### src/rtl/data_mem_responder_pkg.sv
// Shared defines for the MEM-stage data-memory responder: datapath widths,
// default base address, wait-counter width and FSM state encoding.
package data_mem_responder_pkg;

  localparam int REGISTER_LEN   = 32;
  localparam int ADDRESS_LEN    = 32;
  localparam int DMEM_BASE_ADDR = 1024;
  // Holds WAIT_CYCLES-1 for WAIT_CYCLES up to 15.
  localparam int DMEM_CNT_W     = 4;

  typedef enum logic [1:0] {
    ST_IDLE = 2'd0,
    ST_BUSY = 2'd1,
    ST_DONE = 2'd2
  } dmem_state_e;

endpackage

### src/rtl/data_mem_responder_dmem_array.sv
// dmem_array: single-port word store. The write lands on the clock edge and
// the read is a combinational lookup, so the responder can capture the read
// word on the same edge it would commit a write. Contents are never reset.
module dmem_array #(
  parameter int DEPTH = 64,
  parameter int AW    = 6,
  parameter int W     = 32
) (
  input  logic          clk,
  input  logic          we,
  input  logic [AW-1:0] idx,
  input  logic [W-1:0]  din,
  output logic [W-1:0]  dout
);

  logic [W-1:0] mem_q [DEPTH];

  // Synchronous word write; no reset so stored data survives a pipeline reset.
  always_ff @(posedge clk) begin
    if (we) mem_q[idx] <= din;
  end

  assign dout = mem_q[idx];

endmodule

### src/rtl/data_mem_responder.sv
// data_mem_responder: multi-cycle data memory behind the MEM stage. A request
// seen in IDLE is latched, held for WAIT_CYCLES wait states, and completes on
// the edge into DONE (array write + read_data_out load). ready_out low is the
// pipeline freeze.
// Optional build macro DMEM_RANGE_CHECK_EN: out-of-range accesses are
// suppressed, read back as 0 and flagged on range_err_out during DONE.
// Without it the word index wraps modulo DEPTH (DEPTH is a power of two).
module data_mem_responder
  import data_mem_responder_pkg::*;
#(
  parameter int                     DEPTH       = 64,
  parameter int                     WAIT_CYCLES = 3,
  parameter logic [ADDRESS_LEN-1:0] BASE_ADDR   = DMEM_BASE_ADDR
) (
  input  logic                    clk,
  input  logic                    rst,
  input  logic                    mem_read_in,
  input  logic                    mem_write_in,
  input  logic [ADDRESS_LEN-1:0]  address_in,
  input  logic [REGISTER_LEN-1:0] write_data_in,
  output logic [REGISTER_LEN-1:0] read_data_out,
  output logic                    ready_out
`ifdef DMEM_RANGE_CHECK_EN
  ,
  output logic                    range_err_out
`endif
);

  localparam int AW = (DEPTH > 1) ? $clog2(DEPTH) : 1;
  localparam logic [DMEM_CNT_W-1:0] CNT_LOAD =
    (WAIT_CYCLES == 0) ? '0 : DMEM_CNT_W'(WAIT_CYCLES - 1);

  dmem_state_e             state_q, state_d;
  logic [DMEM_CNT_W-1:0]   cnt_q, cnt_d;
  logic                    wr_q, wr_d;
  logic [ADDRESS_LEN-1:0]  addr_q, addr_d;
  logic [REGISTER_LEN-1:0] wdata_q, wdata_d;
  logic [REGISTER_LEN-1:0] rdata_q, rdata_d;

  logic                    req;
  logic                    commit;
  logic                    txn_wr;
  logic [ADDRESS_LEN-1:0]  txn_addr;
  logic [REGISTER_LEN-1:0] txn_wdata;
  logic [ADDRESS_LEN-1:0]  off;
  logic [AW-1:0]           idx;
  logic                    oor;
  logic                    arr_we;
  logic [REGISTER_LEN-1:0] arr_dout;
  logic                    unused_off;

  assign req = mem_read_in | mem_write_in;

  // FSM next state, wait counter, request latch and ready_out.
  always_comb begin
    state_d   = state_q;
    cnt_d     = cnt_q;
    wr_d      = wr_q;
    addr_d    = addr_q;
    wdata_d   = wdata_q;
    ready_out = 1'b1;
    commit    = 1'b0;
    case (state_q)
      ST_IDLE: begin
        ready_out = ~req;
        if (req) begin
          // Write wins when both strobes are high.
          wr_d    = mem_write_in;
          addr_d  = address_in;
          wdata_d = write_data_in;
          if (WAIT_CYCLES == 0) begin
            state_d = ST_DONE;
            commit  = 1'b1;
          end else begin
            state_d = ST_BUSY;
            cnt_d   = CNT_LOAD;
          end
        end
      end
      ST_BUSY: begin
        ready_out = 1'b0;
        if (cnt_q == '0) begin
          state_d = ST_DONE;
          commit  = 1'b1;
        end else begin
          cnt_d = cnt_q - 1'b1;
        end
      end
      ST_DONE: begin
        ready_out = 1'b1;
        state_d   = ST_IDLE;
      end
      default: state_d = ST_IDLE;
    endcase
  end

  // Address decode and completion datapath. With zero wait states the access
  // commits straight out of IDLE, so the live inputs are used there.
  always_comb begin
    txn_wr    = (state_q == ST_IDLE) ? mem_write_in  : wr_q;
    txn_addr  = (state_q == ST_IDLE) ? address_in    : addr_q;
    txn_wdata = (state_q == ST_IDLE) ? write_data_in : wdata_q;
    off       = txn_addr - BASE_ADDR;
    idx       = off[AW+1:2];
`ifdef DMEM_RANGE_CHECK_EN
    oor       = (txn_addr < BASE_ADDR) || ((off >> 2) >= 32'(DEPTH));
`else
    oor       = 1'b0;
`endif
    // Never write while reset is held: a reset discards the in-flight store.
    arr_we    = commit & txn_wr & ~oor & rst;
    rdata_d   = rdata_q;
    if (commit) rdata_d = oor ? '0 : (txn_wr ? txn_wdata : arr_dout);
  end

  // Only the word-index bits of the offset feed the array.
  assign unused_off = ^off;

  // State, counter, latched request and load data registers.
  always_ff @(posedge clk or negedge rst) begin
    if (!rst) begin
      state_q <= ST_IDLE;
      cnt_q   <= '0;
      wr_q    <= 1'b0;
      addr_q  <= '0;
      wdata_q <= '0;
      rdata_q <= '0;
    end else begin
      state_q <= state_d;
      cnt_q   <= cnt_d;
      wr_q    <= wr_d;
      addr_q  <= addr_d;
      wdata_q <= wdata_d;
      rdata_q <= rdata_d;
    end
  end

  assign read_data_out = rdata_q;

`ifdef DMEM_RANGE_CHECK_EN
  logic rerr_q, rerr_d;

  assign rerr_d = commit & oor;

  // Range error flag, high only during the DONE cycle of the bad access.
  always_ff @(posedge clk or negedge rst) begin
    if (!rst) rerr_q <= 1'b0;
    else      rerr_q <= rerr_d;
  end

  assign range_err_out = rerr_q;
`endif

  dmem_array #(
    .DEPTH (DEPTH),
    .AW    (AW),
    .W     (REGISTER_LEN)
  ) u_array (
    .clk  (clk),
    .we   (arr_we),
    .idx  (idx),
    .din  (txn_wdata),
    .dout (arr_dout)
  );

endmodule

### config.mk
export PLATFORM = sky130hd
export DESIGN_NAME = data_mem_responder
export DESIGN_NICKNAME = d
export VERILOG_FILES = /design/src/rtl/data_mem_responder_pkg.sv /design/src/rtl/data_mem_responder_dmem_array.sv /design/src/rtl/data_mem_responder.sv
export SDC_FILE = /design/constraint.sdc
export NUM_CORES = 2
export LEC_CHECK = 0
export CAP_MARGIN = 15
export CORE_ASPECT_RATIO = 0.9
export CORE_UTILIZATION = 30
export CTS_CLUSTER_DIAMETER = 50
export CTS_CLUSTER_SIZE = 10
export DETAILED_ROUTE_END_ITERATION = 10
export MAX_ROUTING_LAYER = met4
export SLEW_MARGIN = 15
export SYNTH_ARGS = -nofsm -noshare
export SYNTH_HDL_FRONTEND = slang
export SYNTH_HIERARCHICAL = 1
export SYNTH_SLANG_ARGS = --single-unit
### constraint.sdc
create_clock -name clk -period 4.25 [get_ports clk]
set_clock_uncertainty 0.1 [all_clocks]
set_input_delay 0.85 -clock clk [delete_from_list [all_inputs] [get_ports clk]]
set_output_delay 0.85 -clock clk [all_outputs]
set_load 0.05 [all_outputs]
==> metrics.md <==
| Metric | Value |
|---|---|
| Peak supply drop | `approximately 0.47 mV` |
| DR vias | `47757` |
| FF+latch count, synth | `roughly 2100` |
| NumNets Final | `between 5000 and 6000` |
| Final setup fails | `1` |
| Mux contribution to synthesized area | `9.84%` |
| Highest Signal Layer | `met4` |
| Synth top area cells | `edfxtp_1 (75%), mux2_2 (3.3%), mux2i_1 (3.2%)` |
| Sink Count | `~2100` |
| Setup ws final | `-0.0176 ns` |
| Max-cap violations | `0` |
| Metal2 WL | `108000 µm` |
| CP startpoint kind | `flop` |
| Arrival time of the worst setup path | `4.97 ns` |
| Layout cell share with drive strength beyond 1 | `roughly 28%` |
| CP Max Fanout | `32` |
| Initial Util | `between 30% and 40%` |
| Routed wire length per instance | `roughly 29 µm` |
| Wl on met1 | `approximately 100000 µm` |
| Yosys top cell area share | `between 70% and 80%` |
| Mean Syn Cell Area | `between 15 and 20 µm²` |
| Final min period | `roughly 4.3 ns` |
| Initial antenna violation count | `14` |
| Seq/Total Area, Yosys | `just under 80%` |
| Rows | `181` |
| CTS HTree Levels | `4` |
| Die width | `554 µm` |
| Syn Inst Count | `around 4500` |
| Vias/cell | `about 5.4` |
| Placed cells | `between 8000 and 9000` |
| Final Hold Viols | `0` |
| Synth Net Count | `~4500` |
| Highest Clock Rate | `0.234 GHz` |
| Final antenna-violating net count | `0` |
| Vias in the first global route | `46260` |
| Status | `finished with violations` |
| Fraction of registers with async set/reset | `under 10%` |
| Kind of critical path | `flop to flop` |
| Residual DRC count | `0` |
| DP Area | `roughly 93000 µm²` |
| Longest Clk Path Bufs | `4` |
| Gr usage total | `18.3%` |
| Top_reg_cell synth | `edfxtp_1` |
| First-pass GRT wire length | `between 300000 and 400000 µm` |
| Post-Synth Adder-Cell Area | `less than 1%` |
| Clk_lat worst skew | `about 0.88 ns` |
| Total grt overflow | `0` |
| CTS tree | `done` |
| Post-Synth Simple-Gate Area | `under 10%` |
| Class of the worst hold path | `input port to async pin` |
| Core Region | `around 270000 µm²` |
| Failing checks | `setup timing` |
| LEAKAGE | `0.0330 µW` |
| Drt initial violations | `roughly 6000` |
| Met3 WL | `32700 µm` |
| # port buffers | `between 70 and 80` |
| CTS Buf Count | `~240` |
| Max Slew Vio Count | `0` |
| Die area | `~280000 µm²` |
| Post-synth EDFFs | `between 2000 and 2500` |
| Slew at the pin with the worst max-slew slack | `approximately 1.1 ns` |
| Area grow syn2layout | `23.0%` |
| Critical Path RT | `a little under 5 ns` |
| Critical Path End Type | `flop` |
| Final wirelength | `~250000 µm` |
| Synth warn | `6` |
| Cell taking the most area after synthesis | `edfxtp_1` |
| Pwr dens | `between 700 and 800 nW/µm²` |
| Post-Synth XOR/XNOR Area | `0%` |
| RSZ-0062 raised after global routing | `yes` |
| Layout filler cell count | `about 25000` |
| Root Buffer | `clkbuf_16` |
| # IOs | `around 100` |
| Final period utilization | `100%` |
| Global placer's final weighted congestion | `0.913` |
| Fin cells | `approximately 8800` |
| Clk pin slew, worst setup/hold paths | `roughly 0.060 ns` |
| Detailed placer's ending HPWL | `156000 µm` |
| Distinct cells, synth | `65` |
| Slew margin rel. | `a little over a quarter` |
| Die H | `499 µm` |
| Compound-Gate Fraction of Synth Area | `8.38%` |
| Final instance area | `101000 µm²` |
| Largest family of logic cells by synthesized area | `multiplexers` |
| Detailed Routing Iterations Pass 1 | `6` |
| Mapped cell area | `82200 µm²` |
| Largest net degree at the start of global routing | `between 60 and 70` |
[per-stage QoR]
step	power [µW]	util, %	TNS, ns	hold slack, ns	worst slack (ns)
floorplan	43400	-	-413.44	0.354	-0.267
global placement	58500	34.3	-22.06	0.363	-1.89
detailed placement	58900	34.3	-21.25	0.376	-1.06
CTS	77700	36.8	-0.00922	0.0605	-0.00922
global route	82100	37.3	-0.135	0.105	-0.0391
finish	79600	37.3	-0.0176	0.0970	-0.0176
[logic make-up (layout without fill, tap and decap cells)]
| kind of cell | count (synthesis) | after routing |
|---|---|---|
| and+or+nand+nor | 441 | 444 |
| other | 0 | 15 |
| buffers and inverters | 318 | 1048 |
| adders and majority gates | 2 | 2 |
| AOI/OAI and AO/OA | 942 | 942 |
| DFF | 2125 | 2125 |
| muxes | 642 | 645 |
[layout make-up]
class / count / area (µm²) / share of cell area, %
Antenna cell: 15 / 37.5 / 0.0371
Clock buffer: 339 / 6430 / 6.35
Sequential cell: 2125 / 63400 / 62.7
Timing Repair Buffer: 695 / 7750 / 7.65
Tap cell: 3568 / 4460 / 4.41
Multi-Input combinational cell: 2033 / 18900 / 18.7
Inverter: 4 / 27.5 / 0.0272
Clock inverter: 10 / 183 / 0.181
[path summary, 6_finish.rpt]
kind	from	end	slack, ns	cells after the start
max	state_q[0]	read_data_out[25]	-0.02	14
min	rst	wdata_q[24]	0.1	2
max reg2reg	state_q[0]	read_data_out[25]	-0.02	14
min reg2reg	addr_q[7]	addr_q[7]	0.38	1
max in group asynchronous	rst	wdata_q[9]	2.84	3
min in group clk	addr_q[7]	addr_q[7]	0.38	1
[critical path, stage by stage (launching register included)]
cell and delay (ns):
dfrtp_1 0.40, nor2_4 0.16, buf_12 0.18, mux2_8 0.48
buf_12 0.18, buf_4 0.14, clkbuf_16 0.19, nor2b_4 0.27
buf_4 0.55, a222oi_1 0.18, nand2b_1 0.20, a21oi_1 0.52
or4_4 0.25, mux2_4 0.16, mux2_4 0.14
[what timing repair did]
item	4_1_cts	5_1_grt
hold buffers	0	0
setup endpoints to repair	29	30
buffers inserted	9	25
endpoints found under the hold margin	0	0
pin swaps	3	23
cloned	5	8
gates resized for setup	43	145
[layer usage]
metal | GRT usage, % | up-vias
met2 | 25.3 | 2673
met1 | 24.0 | 24879
met4 | 6.65 | 0
li1 | - | 19790
met3 | 7.21 | 415
met5 | - | -
[synth_stat cells (86+ instances only)]
cell,instances
clkbuf_1,171
and3_1,86
mux4_2,96
a221oi_1,175
mux2i_1,259
a21oi_1,123
mux2_2,239
a22oi_1,188
nor2_1,147
o21ai_0,86
buf_2,89
o22ai_1,93
edfxtp_1,2048
[state kept, by name, summed over array words and instances (netlist names)]
register,flops
cnt_q,4
read_data_out,32
wdata_q,32
u_array/mem_q,2048
wr_q,1
state_q,2
addr_q,6
[where the power goes]
group,total [µW],leakage (µW),internal [µW],switching [µW]
combinational,33800,0.0105,12900,21000
sequential,27400,0.0194,27100,365
clock,18300,0.00319,10400,7880
total,79600,0.0330,50400,29200
[layout by cell type, fill, tap and decap left out, types with 10 or more instances in the layout]
master           count
nor2_2              12
buf_4              430
dfrtp_1             76
mux2_4              36
nor2_1              61
mux2_1              20
nand3_1             49
a222oi_1            16
o22ai_1             88
a21oi_1            120
o22a_1              68
a221o_1             15
mux4_2              96
diode_2             15
a211oi_1            12
clkdlybuf4s50_1     73
buf_12             163
buf_6               15
edfxtp_1          2048
a221oi_1           166
o21ai_0             78
a31oi_1             39
and3_1              86
nand2_1             30
nor3_1              17
clkbuf_16          249
o2bb2ai_1           15
mux2_2             231
or4b_4              10
nand2b_1            15
a22oi_1            179
a22o_1              67
mux2i_1            246
clkbuf_1            96
nor2_4              74
Note: power is estimated with default switching activity, not from simulation.
